--- src/rtl/multicycle_computer_controller_flag_register_pkg.sv ---
// Shared encodings for the flag register: ALU ops, NZCV bit positions, FSM states.
// The condition-check block indexes FLAGS with the same *_IDX constants.
package multicycle_computer_controller_flag_register_pkg;

    localparam int unsigned NZCV_W = 4;
    localparam int unsigned N_IDX  = 3;
    localparam int unsigned Z_IDX  = 2;
    localparam int unsigned C_IDX  = 1;
    localparam int unsigned V_IDX  = 0;

    typedef enum logic [1:0] {
        ALU_ADD = 2'b00,
        ALU_SUB = 2'b01,
        ALU_AND = 2'b10,
        ALU_ORR = 2'b11
    } alu_ctrl_e;

    typedef enum logic {
        IDLE = 1'b0,
        HOLD = 1'b1
    } flag_state_e;

    // Logical ops take C from the shifter and preserve V.
    function automatic logic is_logical(input alu_ctrl_e op);
        return (op == ALU_AND) || (op == ALU_ORR);
    endfunction

endpackage

--- src/rtl/multicycle_computer_flag_gen.sv ---
// Combinational NZCV generation from the execute-cycle ALU/shifter outputs.
module multicycle_computer_flag_gen
    import multicycle_computer_controller_flag_register_pkg::*;
#(
    parameter int unsigned WIDTH = 32
) (
    input  logic [WIDTH-1:0]  alu_result,
    input  logic              alu_carry,
    input  logic              alu_overflow,
    input  logic              shifter_carry,
    input  alu_ctrl_e         alu_control,
    input  logic              cur_v,
    output logic [NZCV_W-1:0] nzcv_c
);

    always_comb begin
        nzcv_c        = '0;
        nzcv_c[N_IDX] = alu_result[WIDTH-1];
        nzcv_c[Z_IDX] = (alu_result == '0);
        if (is_logical(alu_control)) begin
            nzcv_c[C_IDX] = shifter_carry;
            nzcv_c[V_IDX] = cur_v;
        end else begin
            nzcv_c[C_IDX] = alu_carry;
            nzcv_c[V_IDX] = alu_overflow;
        end
    end

endmodule

--- src/rtl/multicycle_computer_controller_flag_register.sv ---
// Two-phase NZCV register: captures pending flags in execute, commits them in writeback.
module multicycle_computer_controller_flag_register
    import multicycle_computer_controller_flag_register_pkg::*;
#(
    parameter int unsigned WIDTH = 32
) (
    input  logic              clk,
    input  logic              reset,
    input  logic [WIDTH-1:0]  alu_result,
    input  logic              alu_carry,
    input  logic              alu_overflow,
    input  logic              shifter_carry,
    input  logic [1:0]        alu_control,
    input  logic              set_flags,
    input  logic              cond_pass,
    input  logic              capture,
    input  logic              commit,
    input  logic              abort,
    output logic [NZCV_W-1:0] flags,
    output logic              pending,
    output logic              overwrite
);

    flag_state_e       state;
    logic [NZCV_W-1:0] pend_nzcv;
    logic              pend_we;
    logic [NZCV_W-1:0] new_nzcv_c;

    multicycle_computer_flag_gen #(
        .WIDTH (WIDTH)
    ) u_flag_gen (
        .alu_result    (alu_result),
        .alu_carry     (alu_carry),
        .alu_overflow  (alu_overflow),
        .shifter_carry (shifter_carry),
        .alu_control   (alu_ctrl_e'(alu_control)),
        .cur_v         (flags[V_IDX]),
        .nzcv_c        (new_nzcv_c)
    );

    // A simultaneous capture+commit retires the old pending value before latching the new one.
    always_ff @(posedge clk) begin
        if (reset) begin
            state     <= IDLE;
            flags     <= '0;
            pend_nzcv <= '0;
            pend_we   <= 1'b0;
            overwrite <= 1'b0;
        end else begin
            overwrite <= 1'b0;
            if (abort) begin
                state     <= IDLE;
                pend_nzcv <= '0;
                pend_we   <= 1'b0;
            end else begin
                if (commit && (state == HOLD) && pend_we) begin
                    flags <= pend_nzcv;
                end
                if (capture) begin
                    pend_nzcv <= new_nzcv_c;
                    pend_we   <= set_flags & cond_pass;
                    state     <= HOLD;
                    overwrite <= (state == HOLD) && !commit;
                end else if (commit && (state == HOLD)) begin
                    state   <= IDLE;
                    pend_we <= 1'b0;
                end
            end
        end
    end

    assign pending = (state == HOLD);

endmodule

--- config.mk ---
export PLATFORM = sky130hd
export DESIGN_NAME = multicycle_computer_controller_flag_register
export DESIGN_NICKNAME = d
export VERILOG_FILES = /design/src/rtl/multicycle_computer_controller_flag_register_pkg.sv /design/src/rtl/multicycle_computer_flag_gen.sv /design/src/rtl/multicycle_computer_controller_flag_register.sv
export SDC_FILE = /design/constraint.sdc
export NUM_CORES = 1
export LEC_CHECK = 0
export ABC_AREA = 1
export CAP_MARGIN = 20
export CORE_MARGIN = 2
export CORE_UTILIZATION = 31
export DETAILED_ROUTE_END_ITERATION = 12
export MAX_ROUTING_LAYER = met4
export PLACE_DENSITY = 0.81
export REMOVE_ABC_BUFFERS = 1
export SYNTH_ARGS = -nofsm -noshare
export SYNTH_HDL_FRONTEND = slang
export SYNTH_SLANG_ARGS = --single-unit
--- constraint.sdc ---
create_clock -name clk -period 2.7 [get_ports clk]
set_clock_uncertainty 0.2 [all_clocks]
set_input_delay 0.54 -clock clk [delete_from_list [all_inputs] [get_ports clk]]
set_output_delay 0.54 -clock clk [all_outputs]
set_load 0.005 [all_outputs]
After elaboration in Yosys (flattened, before gate mapping)
Cells that the tools add are included.
W data, S select, Z words.
Cells by class
  equality and inequality tests: 2
  multiplexer cells: 4
  bitwise gates (word level): 3
  reductions and logical operators: 10
Operators with widths (count)
  $logic_not A32 Y1: 1
  $eq A2 B2 Y1 const B: 2
  $logic_and A1 B1 Y1: 3
  $mux W1: 3
  $reduce_or A3 Y1: 1
  $mux W2: 1
  $not A1 Y1: 2
  $reduce_and A2 Y1: 1
  $reduce_bool A2 Y1: 1
  $reduce_or A2 Y1: 1
  $and A1 B1 Y1: 1
  $logic_not A1 Y1: 1
  $logic_or A1 B1 Y1: 1
Word-level totals
  bits in registers: 11
  output and inout bits: 6

Depth between registers and ports, before layout
Gate-level depths: netlist of the first run.
  depth in word-level cells: 3
  mapped depth: 7
  gate-level depth less buffers: 7

Cells and area by module
A second synthesis of the first run with hierarchy kept.
Second synthesis, totals
  cell total of the unflattened synthesis: 94
  area total of the unflattened synthesis: 591.8 sq um
Modules (own cells, without submodules)
  multicycle_computer_controller_flag_register: times used 1, cells an instance 60, area each 445.4 sq um, seq. area each 220.2 sq um
  multicycle_computer_flag_gen: times used 1, cells an instance 34, area each 146.4 sq um, seq. area each 0.0 sq um

Worst setup path after synthesis of the first run
OpenSTA, ideal clock, no wires.
  kind: in2reg
  from: input port alu_result[29]
  to: register pend_nzcv[2]
  library setup time: 0.066 ns
  arrival time: 1.023 ns
  setup slack: 1.411 ns
  stages on the path: 7
  path buffers: 0
  path through: nor2_1 nand2_1 nor2_1 nand2_1 nor2_2 nand2_1 a21oi_2
On the way
  cells in the longest elaborated chain, start to end: 1
Ends and longest elaborated chain
  from (decl): RTL line multicycle_computer_controller_flag_register.sv:9  | input logic [WIDTH-1:0] alu_result,
  $logic_not A32 Y1: RTL line multicycle_computer_flag_gen.sv:19  | nzcv_c[Z_IDX] = (alu_result == '0);
  to (signal assigned): RTL line multicycle_computer_controller_flag_register.sv:60  | pend_nzcv <= new_nzcv_c;
  to (decl): RTL line multicycle_computer_controller_flag_register.sv:25  | logic [NZCV_W-1:0] pend_nzcv;
Every way passes these cells.
A chain may end at the register's enable or synchronous reset.

Worst setup path after layout of the first run
  from: register state, in the netlist pending
  to: output port pending
RTL lines
  from (decl): RTL line multicycle_computer_controller_flag_register.sv:24  | flag_state_e state;
  from (signal assigned): RTL line multicycle_computer_controller_flag_register.sv:44  | state <= IDLE;
  from (signal assigned): RTL line multicycle_computer_controller_flag_register.sv:52  | state <= IDLE;
  from (signal assigned): RTL line multicycle_computer_controller_flag_register.sv:62  | state <= HOLD;
  to (decl): RTL line multicycle_computer_controller_flag_register.sv:20  | output logic pending,
No word-level cell between the ends.

==> flow_metrics.env, run 1 <==
export IMPL_critical_path_max_stage_delay_ns=0.52
export IMPL_crit_chain="clkdlybuf4s50_1"
export IMPL_crit_family="buffers and inverters"
export IMPL_post_cts_buffers=0
export IMPL_antenna_found_initial=0
export IMPL_critical_path_required_ns=1.96
export IMPL_seq_area_frac_synth_pct=40.7
export IMPL_period_needed_ns=1.91
export IMPL_grt_total_usage_pct=15.5
export IMPL_cap_violations=0
export IMPL_power_density_mw_per_mm2=346
export IMPL_cts_sinks=11
export IMPL_num_nets_final=176
export IMPL_drt_met1_wl_um=596
export IMPL_relSlewSlack_pct=82.2
export IMPL_clock_fmax_mhz=524
export IMPL_htreeDepth=1
export IMPL_antenna_cells=0
export IMPL_place_area_mm2=0.00103
export IMPL_core_mm2=0.00169
export IMPL_top_layer_used="met4"
export IMPL_synth_top_cell_area_share_pct=40.7
export IMPL_cp_end_kind="output port"
export IMPL_clk_pin_slew_worst_paths_ns=0.06
export IMPL_io_buffers=48
export IMPL_cellLeakagePower_nw=0.417
export IMPL_ir_drop_uv=162
export IMPL_syn_area_um2=541
export IMPL_register_area_um2=220
export IMPL_drive_gt1_share_pct=6.87
export IMPL_via_count=690
export IMPL_syn_inst=80
export IMPL_startpoint_type="flip-flop"
export IMPL_wl_met3_um=164
export IMPL_synthArstFlopShare_pct=0
export IMPL_hold_viol=0
export IMPL_critPathArrivalTime_ns=1.17
export IMPL_ys_seq_elements=11
export IMPL_rsz0062_at_grt="no"
export IMPL_die_h_um=45.8
export IMPL_yosys_top_cells_area="dfxtp_1, nor2_1, o21ai_0"
export IMPL_ios=50
export IMPL_tightest_slew_ns=0.265
export IMPL_setup_violations=0
export IMPL_cts_hold_buf=0
export IMPL_cp_num_cells=1
export IMPL_slew_viol_final=0
export IMPL_cts_tree="done"
export IMPL_grt_pass1_wl_um=2260
export IMPL_final_setup_tns_ns=0
export IMPL_die_x_um=45.8
export IMPL_hp_class="reg2reg"
export IMPL_ys_warn_count=0
export IMPL_place_gp_congestion=0.809
export IMPL_synth_common_cells="nor2_1, dfxtp_1, nand2_1, inv_1, o21ai_0"
export IMPL_path_class="reg2out"
export IMPL_path_max_fanout=4
export IMPL_first_pass_iters=4
export IMPL_drc=0
export IMPL_dieArea_mm2=0.00209
export IMPL_synth_largest_area_cell="dfxtp_1"
export IMPL_routed_wl_um=1420
export IMPL_grt_ovfl_total=0
export IMPL_clockRootBuffer="clkbuf_4"
export IMPL_hpwl_um=1240
export IMPL_clk_latency_ns=0.28
export IMPL_dr_wl_met2_um=627
export IMPL_postSynthAreaPerCell_um2=6.76
export IMPL_grt_pass1_vias=631
export IMPL_crit_buf_inv=1
export IMPL_avgViaCountPerCell=4.66
export IMPL_min_path_cells=2
export IMPL_ant_nets=0
export IMPL_numCtsBuffers=3
export IMPL_slowest_stage="clkdlybuf4s50_1"
export IMPL_fin_crit_sh_pct=70.7
export IMPL_r2r_cells=4
export IMPL_cts_resized_gates=0
export IMPL_synth_most_common_cell="nor2_1"
export IMPL_wl_per_cell_um=9.57
export IMPL_synthToLayoutAreaGrowth_pct=96.3
export IMPL_multi_input_area_um2=283
export IMPL_cts_path_max_buffers=2
export IMPL_grt_max_degree=8
export IMPL_status="complete, no violations"
export IMPL_synth_distinct_cells=17
export IMPL_rows=15
export IMPL_fillers=150
export IMPL_drtIter0Drc=15
export IMPL_stdcell_area_mm2=0.00106
export IMPL_synth_main_ff_cell="dfxtp_1"
export IMPL_synth_edff_count=0
export IMPL_initial_utilization_pct=32.0
-- worst paths after layout --
path | end | start | slack (ns)
worst min register to register | pend_nzcv[2]$_SDFFE_PP0P_ | pend_nzcv[2]$_SDFFE_PP0P_ | 0.28
worst min-delay path | pend_nzcv[2]$_SDFFE_PP0P_ | pend_nzcv[2]$_SDFFE_PP0P_ | 0.28
worst max register to register | flags[0]$_SDFFE_PP0P_ | pending$_SDFFE_PP0P_ | 1.58
worst max-delay path | pending | pending$_SDFFE_PP0P_ | 0.79
-- placed cells by master, fill, tap and decap left out, drive strengths merged, types with 3 or more instances in the layout --
cell type,n
inv,8
dfxtp,11
clkbuf,4
a21oi,7
nand3,3
nand2,9
nand4,3
o21ai,7
nor2,29
clkdlybuf4s50,48
-- tightest hold or removal path: stages (launching register included) --
cell and delay (ns):
dfxtp_1 0.31, nand2_1 0.08, a21oi_2 0.05
-- logic make-up after synthesis --
logic type / Yosys count / synth area share, %
AND/OR/NAND/NOR: 46 / 38.7
AO/OA/AOI/OAI: 14 / 13.7
flip-flops: 11 / 40.7
buffers and inverters: 9 / 6.95
-- power breakdown --
part           leakage, nW  switching, mW  internal (mW)
sequential          0.0892        0.00154          0.165
clock               0.0150         0.0571         0.0575
combinational        0.313         0.0237         0.0617
total                0.417         0.0824          0.284
-- through the flow --
| step | power (mW) | hold slack, ns | cells | util, % | setup WS (ns) |
|---|---|---|---|---|---|
| 6_report | 0.367 | 0.277 | 148 | 62.8 | 0.792 |
| 5_1_grt | 0.384 | 0.320 | 148 | 62.8 | 0.733 |
| 4_1_cts | 0.369 | 0.280 | 148 | 62.8 | 0.790 |
| 3_5_place_dp | 0.256 | 0.270 | 144 | 61.3 | 0.804 |
| 3_3_place_gp | 0.255 | 0.264 | 144 | 61.3 | 0.811 |
| 2_1_floorplan | 0.188 | 0.252 | 79 | - | 1.41 |
-- final cells by class --
class | instances | share of cell area (%)
Multi-Input combinational cell | 60 | 26.7
Tap cell | 17 | 2.00
Sequential cell | 11 | 20.8
Inverter | 8 | 2.83
Timing Repair Buffer | 48 | 45.3
Clock buffer | 4 | 2.48
-- metal layers --
metal,GRT usage (%),vias to the layer above
li1,-,360
met1,17.8,276
met2,24.8,51
met3,3.57,3
met4,8.57,0
met5,-,-
-- sequential cells by signal, indices dropped and copies added, names as in the netlist --
name	count
flags	4
pend_nzcv	4
overwrite	1
pend_we	1
pending	1
Power figures use the tool's default switching activity.
==> run 2, diff against run 1 <==
--- a/config.mk
+++ b/config.mk
@@ -8,10 +8,10 @@
 export ABC_AREA = 1
 export CAP_MARGIN = 20
 export CORE_MARGIN = 2
-export CORE_UTILIZATION = 31
+export CORE_UTILIZATION = 29
 export DETAILED_ROUTE_END_ITERATION = 12
 export MAX_ROUTING_LAYER = met4
-export PLACE_DENSITY = 0.81
+export PLACE_DENSITY = 0.77
 export REMOVE_ABC_BUFFERS = 1
 export SYNTH_ARGS = -nofsm -noshare
 export SYNTH_HDL_FRONTEND = slang
==> constraint.sdc (replaced) <==
create_clock -name clk -period 1.86 [get_ports clk]
set_clock_uncertainty 0.2 [all_clocks]
set_input_delay 0.372 -clock clk [delete_from_list [all_inputs] [get_ports clk]]
set_output_delay 0.372 -clock clk [all_outputs]
set_load 0.005 [all_outputs]
==> run 2 against run 1 <==
  * Sequential share of layout area decreased by 0.34 points
  * Total power rose by 44%
  * Flip-flop and latch count unchanged
  * Combinational power up 46%
  * Hold slack gained 0.0083 ns
==> flow_metrics.env, run 2 (same netlist as run 1, synthesis figures left out) <==
export IMPL_antenna_found_initial=0
export IMPL_power_total_mw=0.527
export IMPL_critPathArrivalTime_ns=1.16
export IMPL_hpwl_um=1230
export IMPL_core_mm2=0.00175
export IMPL_cts_tree="done"
export IMPL_numCtsBuffers=3
export IMPL_slowest_stage="clkdlybuf4s50_1"
export IMPL_avgViaCountPerCell=4.33
export IMPL_critical_path_required_ns=1.29
export IMPL_fillers=157
export IMPL_grt_pass1_vias=625
export IMPL_use_met1_pct=16.5
export IMPL_synthToLayoutAreaGrowth_pct=99.5
export IMPL_grt_max_degree=8
export IMPL_cellLeakagePower_nw=0.422
export IMPL_antenna_cells=0
export IMPL_register_area_um2=220
export IMPL_tightest_slew_ns=0.198
export IMPL_largestRegisters="flags: 4 flops, pend_nzcv: 4 flops"
export IMPL_cts_resized_gates=0
export IMPL_clockRootBuffer="clkbuf_4"
export IMPL_io_buffers=48
export IMPL_post_cts_buffers=0
export IMPL_dp_slack_ns=0.198
export IMPL_ir_drop_uv=204
export IMPL_relSlewSlack_pct=86.7
export IMPL_initial_utilization_pct=31.0
export IMPL_drtIter0Drc=10
export IMPL_rsz0062_at_grt="no"
export IMPL_first_pass_iters=4
export IMPL_clock_fmax_mhz=578
export IMPL_busiest_layer="met2"
export IMPL_multi_input_area_um2=283
export IMPL_period_needed_ns=1.73
export IMPL_path_class="reg2out"
export IMPL_fin_crit_sh_pct=93.1
export IMPL_r2r_cells=3
export IMPL_min_from="flags[1]$_SDFFE_PP0P_"
export IMPL_grt_total_usage_pct=14.8
export IMPL_final_setup_tns_ns=0
export IMPL_crit_family="buffers and inverters"
export IMPL_htreeDepth=1
export IMPL_drc=0
export IMPL_finalCoreUtilization_pct=61.8
export IMPL_cts_path_max_buffers=2
export IMPL_grt_ovfl_total=0
export IMPL_holdPathEnd="flags[1]$_SDFFE_PP0P_"
export IMPL_clk_latency_ns=0.27
export IMPL_crit_buf_inv=1
export IMPL_slew_viol_final=0
export IMPL_min_path_cells=2
export IMPL_worst_slack_ns=0.129
export IMPL_cap_violations=0
export IMPL_use_met3_pct=3.08
export IMPL_routed_wl_um=1410
export IMPL_setup_violations=0
export IMPL_status="complete, no violations"
export IMPL_hp_class="reg2reg"
export IMPL_use_met2_pct=25.2
export IMPL_critical_path_reg2reg_startpoint="pending$_SDFFE_PP0P_"
export IMPL_path_max_fanout=4
export IMPL_cts_sinks=11
export IMPL_cp_end_kind="output port"
export IMPL_grt_pass1_wl_um=2270
export IMPL_wl_per_cell_um=9.00
export IMPL_mostFrequentLayoutCells="clkdlybuf4s50_1, nor2_1, dfxtp_1, nand2_1"
export IMPL_die_h_um=47.2
export IMPL_regToRegSetupSlack_ns=0.70
export IMPL_r2r_end="flags[0]$_SDFFE_PP0P_"
export IMPL_startpoint_type="flip-flop"
export IMPL_ant_nets=0
export IMPL_die_x_um=47.2
export IMPL_hold_viol=0
export IMPL_crit_chain="clkdlybuf4s50_1"
export IMPL_power_density_mw_per_mm2=489
export IMPL_place_gp_congestion=0.767
export IMPL_critical_path_max_stage_delay_ns=0.51
export IMPL_rows=15
export IMPL_dieArea_mm2=0.00223
export IMPL_cts_hold_buf=0
export IMPL_ios=50
export IMPL_layout_commonest_cell="clkdlybuf4s50_1"
export IMPL_via_count=680
export IMPL_drive_gt1_share_pct=7.58
export IMPL_clk_pin_slew_worst_paths_ns=0.07
export IMPL_place_area_mm2=0.00105
export IMPL_num_nets_final=177
export IMPL_stdcell_area_mm2=0.00108
[run 2: cell count changes in the layout (fill, tap and decap cells not counted)]
cell / before / now
buf_4: 0 / 1
[run 2: area by class of cell]
| type | count | share of cell area [%] |
|---|---|---|
| Multi-Input combinational cell | 60 | 26.2 |
| Clock buffer | 4 | 2.44 |
| Tap cell | 25 | 2.90 |
| Sequential cell | 11 | 20.4 |
| Timing Repair Buffer | 49 | 45.2 |
| Inverter | 8 | 2.78 |
[run 2: worst max-delay path by stage]
stage                               from                         to  slack, ns  cells after the start
finish              pending$_SDFFE_PP0P_                    pending       0.13                      1
CTS                 pending$_SDFFE_PP0P_                    pending       0.12                      1
floorplan                 alu_result[29]  pend_nzcv[2]$_SDFFE_PP0P_       0.74                      7
global route        pending$_SDFFE_PP0P_                    pending       0.08                      1
global placement                 capture  pend_nzcv[2]$_SDFFE_PP0P_       0.21                      7
detailed placement               capture  pend_nzcv[2]$_SDFFE_PP0P_       0.20                      7
[run 2: power breakdown]
| group | switching (mW) | total (mW) | internal (mW) | leakage (nW) |
|---|---|---|---|---|
| Sequential | 0.00232 | 0.242 | 0.240 | 0.0892 |
| Combinational | 0.0341 | 0.125 | 0.0908 | 0.318 |
| Clock | 0.0770 | 0.160 | 0.0831 | 0.0150 |
[run 2: through the flow]
step | hold slack [ns] | instances
2_1_floorplan | 0.252 | 79
3_3_place_gp | 0.262 | 153
3_5_place_dp | 0.269 | 153
4_1_cts | 0.288 | 157
5_1_grt | 0.308 | 157
6_report | 0.286 | 157
[run 2: metal layers]
layer	part of all wire (%)	routed length [um]	vias to the layer above
li1	-	-	359
met1	42	595	274
met2	46	656	47
met3	11	160	0
met4	0	0	0
met5	0	0	-
==> run 3, diff against run 2 <==
--- a/config.mk
+++ b/config.mk
@@ -10,6 +10,7 @@
 export CORE_MARGIN = 2
 export CORE_UTILIZATION = 29
 export DETAILED_ROUTE_END_ITERATION = 12
+export GPL_TIMING_DRIVEN = 1
 export MAX_ROUTING_LAYER = met4
 export PLACE_DENSITY = 0.77
 export REMOVE_ABC_BUFFERS = 1
==> results of run 3 <==
Same layout as run 2: the final DEF is identical, and so are final timing and power.
